## src/rtl/seg7_scan_driver.sv

```systemverilog
// Time-multiplexed driver for an 8-digit common-anode 7-segment display.
// Takes a snapshot of all digit codes once per frame and scans them with anode-off guard time.
module seg7_scan_driver #(
  parameter int unsigned REFRESH_DIV  = 100000,
  parameter int unsigned BLANK_CYCLES = 1000
) (
  input  logic       clock,
  input  logic       reset,
  input  logic [6:0] d1,
  input  logic [6:0] d2,
  input  logic [6:0] d3,
  input  logic [6:0] d4,
  input  logic [6:0] d5,
  input  logic [6:0] d6,
  input  logic [6:0] d7,
  input  logic [6:0] d8,
  output logic [7:0] an,
  output logic [6:0] seg,
  output logic       dp,
  output logic       frame
);

  localparam int unsigned CNT_W = (REFRESH_DIV > 1) ? $clog2(REFRESH_DIV) : 1;
  localparam logic [CNT_W-1:0] CNT_MAX   = CNT_W'(REFRESH_DIV - 1);
  localparam logic [CNT_W-1:0] CNT_ONE   = CNT_W'(1);
  localparam logic [CNT_W-1:0] BLANK_LIM = CNT_W'(BLANK_CYCLES);

  typedef enum logic [0:0] {
    ST_BLANK = 1'b0,
    ST_DRIVE = 1'b1
  } state_e;

  // Cathode pattern for a 5-bit character code; unlisted codes are blank.
  function automatic logic [6:0] seg_decode(input logic [4:0] ch);
    logic [6:0] s;
    case (ch)
      5'h00:   s = 7'h40;
      5'h01:   s = 7'h79;
      5'h02:   s = 7'h24;
      5'h03:   s = 7'h30;
      5'h04:   s = 7'h19;
      5'h05:   s = 7'h61;
      5'h06:   s = 7'h12;
      5'h07:   s = 7'h06;
      5'h08:   s = 7'h07;
      5'h09:   s = 7'h41;
      5'h0A:   s = 7'h0C;
      5'h0B:   s = 7'h03;
      5'h0C:   s = 7'h46;
      5'h0D:   s = 7'h47;
      5'h0E:   s = 7'h11;
      5'h0F:   s = 7'h42;
      default: s = 7'h7F;
    endcase
    return s;
  endfunction

  logic [CNT_W-1:0] cnt_q, cnt_d;
  logic [2:0]       idx_q, idx_d;
  state_e           state_q, state_d;
  logic             started_q, started_d;
  logic [7:0][6:0]  snap_q, snap_d;
  logic [7:0]       an_q, an_d;
  logic [6:0]       seg_q, seg_d;
  logic             dp_q, dp_d;
  logic             frame_q, frame_d;
  logic             load_s;
  logic [7:0][6:0]  digits_s;
  logic [6:0]       cur_s;

  assign digits_s = {d8, d7, d6, d5, d4, d3, d2, d1};
  assign cur_s    = snap_q[idx_q];

  // Slot counter, digit index and snapshot load; the first edge after reset only primes the snapshot.
  always_comb begin
    cnt_d     = cnt_q;
    idx_d     = idx_q;
    started_d = started_q;
    load_s    = 1'b0;
    if (!started_q) begin
      started_d = 1'b1;
      load_s    = 1'b1;
    end else if (cnt_q == CNT_MAX) begin
      cnt_d  = '0;
      idx_d  = idx_q + 3'd1;
      load_s = (idx_q == 3'd7);
    end else begin
      cnt_d = cnt_q + CNT_ONE;
    end
    if (load_s) begin
      snap_d = digits_s;
    end else begin
      snap_d = snap_q;
    end
    frame_d = load_s;
  end

  // Blank/drive FSM tracks which side of the guard threshold the counter is on.
  always_comb begin
    state_d = state_q;
    case (state_q)
      ST_BLANK: begin
        if (cnt_d >= BLANK_LIM) begin
          state_d = ST_DRIVE;
        end else begin
          state_d = ST_BLANK;
        end
      end
      ST_DRIVE: begin
        if (cnt_d < BLANK_LIM) begin
          state_d = ST_BLANK;
        end else begin
          state_d = ST_DRIVE;
        end
      end
      default: state_d = ST_BLANK;
    endcase
  end

  // Display outputs selected from the current state and snapshot digit.
  always_comb begin
    an_d  = 8'hFF;
    seg_d = 7'h7F;
    dp_d  = 1'b1;
    case (state_q)
      ST_DRIVE: begin
        an_d = ~(8'h01 << idx_q);
        if (cur_s[6]) begin
          seg_d = seg_decode(cur_s[5:1]);
          dp_d  = cur_s[0];
        end else begin
          seg_d = 7'h7F;
          dp_d  = 1'b1;
        end
      end
      default: begin
        an_d  = 8'hFF;
        seg_d = 7'h7F;
        dp_d  = 1'b1;
      end
    endcase
  end

  // State, snapshot and output registers.
  always_ff @(posedge clock or negedge reset) begin
    if (!reset) begin
      cnt_q     <= '0;
      idx_q     <= 3'd0;
      state_q   <= ST_BLANK;
      started_q <= 1'b0;
      snap_q    <= '0;
      an_q      <= 8'hFF;
      seg_q     <= 7'h7F;
      dp_q      <= 1'b1;
      frame_q   <= 1'b0;
    end else begin
      cnt_q     <= cnt_d;
      idx_q     <= idx_d;
      state_q   <= state_d;
      started_q <= started_d;
      snap_q    <= snap_d;
      an_q      <= an_d;
      seg_q     <= seg_d;
      dp_q      <= dp_d;
      frame_q   <= frame_d;
    end
  end

  assign an    = an_q;
  assign seg   = seg_q;
  assign dp    = dp_q;
  assign frame = frame_q;

endmodule

```

## config.mk

```make
export PLATFORM = sky130hd
export DESIGN_NAME = seg7_scan_driver
export DESIGN_NICKNAME = d
export VERILOG_FILES = /design/src/rtl/seg7_scan_driver.sv
export SDC_FILE = /design/constraint.sdc
export NUM_CORES = 1
export LEC_CHECK = 0
export ABC_AREA = 1
export CORE_MARGIN = 2
export CORE_UTILIZATION = 45
export DETAILED_ROUTE_END_ITERATION = 10
export GPL_ROUTABILITY_DRIVEN = 0
export PLACE_DENSITY = 0.76
export SYNTH_ARGS = -nofsm -noshare
export SYNTH_HDL_FRONTEND = slang
export SYNTH_SLANG_ARGS = --single-unit
```

## constraint.sdc

```tcl
create_clock -name clock -period 1.9 [get_ports clock]
set_clock_uncertainty 0.2 [all_clocks]
set_input_delay 0.38 -clock clock [delete_from_list [all_inputs] [get_ports clock]]
set_output_delay 0.38 -clock clock [all_outputs]
set_load 0.1 [all_outputs]
```

* Yosys cells after proc, flatten, opt, wreduce, memory -nomap -nowiden *
Memories as Yosys holds them, arrays and structs flattened.
Cells that the tools add are included.

storage, ports and cells
  bits in read-only memories = 112
  register bits after elaboration = 95
  logic and storage cells = 43
  RAM bits = 0
  input bits = 58
  memories kept = 1
  output and inout bits = 17
  latch bits = 0

memories
  name              depth  bits a word  read ports  clocked after Yosys merged registers in  wr ports  line  source
  (name not given)  16     7            1           0                                        0         36    case (ch)

cells by class
  $lt $le $gt $ge = 3
  eq/ne operators = 2
  divide/modulo/power cells = 0
  add/sub/neg operators = 2
  shifts and indexed selects = 1
  reduce and logical (&&, ||, !) cells = 1
  bitwise gates (word level) = 2
  $mul = 0
  multiplexer cells = 15

operator list
  operator                 number
  $mux W17                 2
  $mux W7                  4
  $bmux W7 S3              1
  $add A17 B1 Y17 const B  1
  $eq A17 B17 Y1 const B   1
  $ge A17 B10 Y1 const B   1
  $lt A17 B10 Y1 const B   1
  $mux W8                  1
  $not A8 Y8               1
  $shl A1 B3 Y8 const A    1
  $mux W1                  6
  $lt A3 B4 Y1 const B     1
  $add A3 B1 Y3 const B    1
  $eq A3 B3 Y1 const B     1
  $pmux W1 S2              1
  $reduce_and A2 Y1        1
  $not A1 Y1               1

* Depth between registers and ports, before layout *
  word-level depth = 6
  depth in mapped cells = 13
  depth with buffers taken out = 12

* Worst setup path after synthesis *
Ideal clock, no wire load.

  kind = reg-to-reg
  start point = reg idx_q[0]
  end point = reg seg_q[0], in the netlist seg[0]
  setup time = 0.085 ns
  period minus slack after synthesis = 2.014 ns
  buffers on the path = 2
  data arrival time = 1.729 ns
  required time = 1.615 ns
  stages on the path, launching flop included = 14
  path slack = -0.114 ns
  cells stage by stage = dfrtp_1 > buf_4 > buf_4 > nor2_1 > nor2_1 > o21ai_0 > o211ai_1 > o21ai_1 > inv_1 > ha_1 > inv_1 > nand2_1 > nand3_1 > nand3_1

between the ends
  longest elaborated chain between the ends = 6

ends and longest elaborated chain
  item                             line  source
  start, declared                  59    logic [2:0] idx_q, idx_d;
  start signal, assigned           158   idx_q <= idx_d;
  $bmux W7 S3 *                    72    assign cur_s = snap_q[idx_q];
  $mux W7 (not written as such) *  72
  $mem_v2 Z16 W7                   n/a
  $mux W7                          36
  $mux W7 *                        128   if (cur_s[6]) begin
  $mux W7 *                        125   case (state_q)
  named net seg_d[0]               64    logic [6:0] seg_q, seg_d;
  end signal, assigned             163   seg_q <= seg_d;
  end, declared                    64

Mark *: on every way through the listed nets, which the timed path passes. The rest lies on a longest branch. The select of a mux whose other input is x is not followed.
A chain may end at the register's enable or synchronous reset.

* Worst setup path in the final report *
  start point = reg idx_q[0]
  end point = reg snap_q[46] in the netlist's numbering

between the ends
  longest elaborated chain between the ends = 3

ends and longest elaborated chain
  item                  line  source
  $eq A3 B3 Y1          86    load_s = (idx_q == 3'd7);
  $mux W1               83    end else if (cnt_q == CNT_MAX) begin
  $mux W1               80    if (!started_q) begin
  end signal, assigned  161   snap_q <= snap_d;
  end, declared         62    logic [7:0][6:0] snap_q, snap_d;

Every way passes these cells.

==> results.py <==
metrics = {
    "power": {
        "ir_drop_mv": 0.334,
        "powerDensity_mw_per_mm2": 658,
        "p_leak_nw": 3.32,
    },
    "sta": {
        "period_share_pct": 106,
        "rsz0062_at_grt": "true",
        "maxSlewViolCount": 0,
        "holdWs_ns": 0.237,
        "fmax_mhz": 494,
        "setup_ws_ns": -0.122,
        "finalSetupViolations": 63,
        "timing_hold_violations_final": 0,
        "finalSetupTns_ns": -4.98,
        "min_period_ns": 2.02,
    },
    "grt": {
        "grt_remaining_overflow": 0,
        "grt_pass1_vias": 4491,
        "grt_start_max_net_pins": 57,
        "grt_use_total_pct": 23.2,
        "antenna_found_initial": 0,
        "grt_pass1_wl_mm": 21.2,
    },
    "synthesis": {
        "synthTopCellsByCount": "nand2_1, nand3_1, dfrtp_1",
        "yosysMostFrequentCell": "nand2_1",
        "synth_cell_types": 32,
        "syn_avg_cell_area_sq_um": 7.82,
        "async_reset_ff_share_pct": 100,
        "synth.top_cell.area_share_pct": 40.7,
        "synth.area.top_cells": "dfrtp_1, nand2_1, nand3_1",
        "synth.largest_area_cell": "dfrtp_1",
        "synthFlopType": "dfrtp_1",
        "postSynthCellCount": 621,
        "syn_area_sq_mm": 0.00486,
        "yosysSeqAreaShare_pct": 49.3,
        "synth-edff-count": 0,
        "synth_nets": 691,
        "ys_seq_elements": 95,
        "yosys_warnings": 0,
    },
    "drt": {
        "wl_met3_mm": 1.41,
        "met1_length_mm": 5.80,
        "viasPerCell": 5.49,
        "drtAntennaViolNets": 0,
        "vias": 4800,
        "finalWirelength_mm": 14.4,
        "highest_layer": "met4",
        "first_pass_iters": 7,
        "wl_met2_mm": 6.69,
        "drt_iter0_markers": 463,
        "wl_per_cell_microns": 16.5,
        "drcViolationCount": 0,
    },
    "status": {
        "status": "finished, violations left",
        "violations": "negative setup slack",
    },
    "critical_path": {
        "critPathKind": "reg2reg",
        "critPathLaunchType": "flop",
        "end_kind": "flop",
        "worstPathMaxFanout": 6,
        "cp.arrival_ns": 2.11,
        "r2r_setup_slack_ns": -0.12,
        "crit_required_ns": 1.99,
    },
    "worst_hold_path": {
        "hp-class": "in2async",
    },
    "cells_and_area": {
        "fin_nets": 804,
        "multi_input_area_sq_mm": 0.00246,
        "area_delta_synth_final_pct": 43.3,
        "fillers": 770,
        "diodes": 0,
        "layoutNonFillerInstCount": 875,
        "regArea_sq_mm": 0.00240,
        "drive_gt1_share_pct": 25.8,
    },
    "floorplan": {
        "io_pins": 75,
        "fp-row-count": 37,
        "initial_utilization_pct": 46.6,
        "dieArea_sq_mm": 0.0116,
        "die_h_microns": 108,
        "die_width_microns": 108,
        "core_area_sq_mm": 0.0104,
    },
    "flow_run": {
        "max_cap_violations": 0,
    },
    "clocking": {
        "ctsRootBufferMaster": "clkbuf_8",
        "cts_buffers": 9,
        "clkSlewWorstSetupHoldPaths_ns": 0.10,
        "cts-htree-levels": 3,
        "cts_tree": "yes",
        "cts_sinks": 95,
        "clk_latency_ns": 0.38,
        "cts.path.max_buffers": 2,
    },
    "placement": {
        "port_buffers": 74,
        "place_ws_ns": -0.156,
        "place_inst": 839,
        "hpwl_mm": 8.90,
    },
}
critical path, stage by stage (launching register included):
cell	delay [ns]
dfrtp_2	0.47
buf_6	0.15
buf_4	0.12
ha_2	0.20
ha_4	0.17
nand3_4	0.15
nand2_8	0.12
clkbuf_16	0.20
nand2_1	0.08
nand2_1	0.05
timing repair:
| action | in CTS | in global routing |
|---|---|---|
| endpoints found under the hold margin | 21 | 0 |
| cloned | 2 | 8 |
| endpoints found under the setup margin | 56 | 66 |
| hold buffers | 1 | 0 |
| resized for setup | 55 | 56 |
| pin swaps | 16 | 27 |
| setup buffers | 6 | 3 |
placed cells by master (no fill, tap or decap), types with 2 or more instances in the layout:
cell type / netlist / final
clkinvlp_4: 0 / 2
o22ai_1: 5 / 3
nor3_1: 3 / 3
buf_6: 4 / 16
xor2_1: 4 / 4
clkbuf_1: 1 / 2
o21ai_2: 0 / 4
o211ai_1: 2 / 2
clkbuf_16: 0 / 5
o21ai_1: 3 / 6
nor2_1: 51 / 42
nand3_4: 0 / 2
ha_2: 0 / 3
nand2_2: 2 / 14
nand3_2: 3 / 15
o21ai_4: 0 / 4
o221ai_1: 3 / 3
a21oi_1: 2 / 2
dfrtp_1: 79 / 74
nand2_4: 0 / 3
clkbuf_8: 0 / 10
o21ai_0: 32 / 21
inv_2: 3 / 11
ha_1: 12 / 4
nand2_1: 213 / 198
inv_1: 42 / 33
dfrtp_2: 0 / 5
nor2_4: 3 / 6
buf_4: 3 / 31
clkdlybuf4s50_1: 0 / 56
buf_12: 0 / 21
nor2_2: 4 / 10
ha_4: 0 / 5
dfstp_2: 16 / 16
nand4_1: 6 / 6
nand3_1: 97 / 83
flip-flops by register name (all words and copies together), names as in the netlist:
name and flops:
an 8, cnt_q 17, dp 1, frame 1
idx_q 3, seg 7, snap_q 56, started_q 1
state_q 1
per-stage QoR:
step	instance area, sq um	total power [mW]	utilization, %
after floorplan	4870	2.70	-
final	6960	4.58	66.8
after global placement	6110	3.00	58.6
after detailed placement	6110	3.03	58.6
after CTS	6530	4.46	62.7
after global routing	6960	4.77	66.8
worst paths after layout:
| kind | to | startpoint | cells past startpoint |
|---|---|---|---|
| setup / recovery | snap_q[46] | idx_q[0] | 9 |
| hold / removal | snap_q[32] | reset | 2 |
| setup reg to reg | snap_q[46] | idx_q[0] | 9 |
| hold reg to reg | an[7] | state_q | 1 |
| max in group asynchronous | seg[5] | reset | 3 |
| min in group clock | an[7] | state_q | 1 |
final cells by class:
class	count	share of cell area (%)
Multi-Input combinational cell	452	35.4
Tap cell	136	2.44
Clock inverter	4	0.773
Timing Repair Buffer	131	22.4
Inverter	45	2.46
Clock buffer	12	2.08
Sequential cell	95	34.5
logic make-up (layout without fill, tap and decap cells):
kind of cell	count (synthesis)	in the layout	share of synthesized area, %
buf+inv	75	192	7.11
compound gates	48	48	5.46
simple gates	385	386	34.0
xor+xnor	5	5	0.901
flops	95	95	49.3
other cells	1	1	0.0772
fa+ha+maj	12	12	3.09
report_power, final:
group          switching (mW)  leakage (nW)  internal (mW)
clock network           0.747        0.0932          0.651
logic                   0.443          2.08          0.395
registers               0.158          1.15           2.18
total                    1.35          3.32           3.23
layer usage:
layer	up-vias	track usage (%)
met5	-	0
met4	0	10.1
met3	45	5.15
met2	294	35.6
met1	2240	31.6
li1	2221	-
Power figures use the tool's default switching activity.
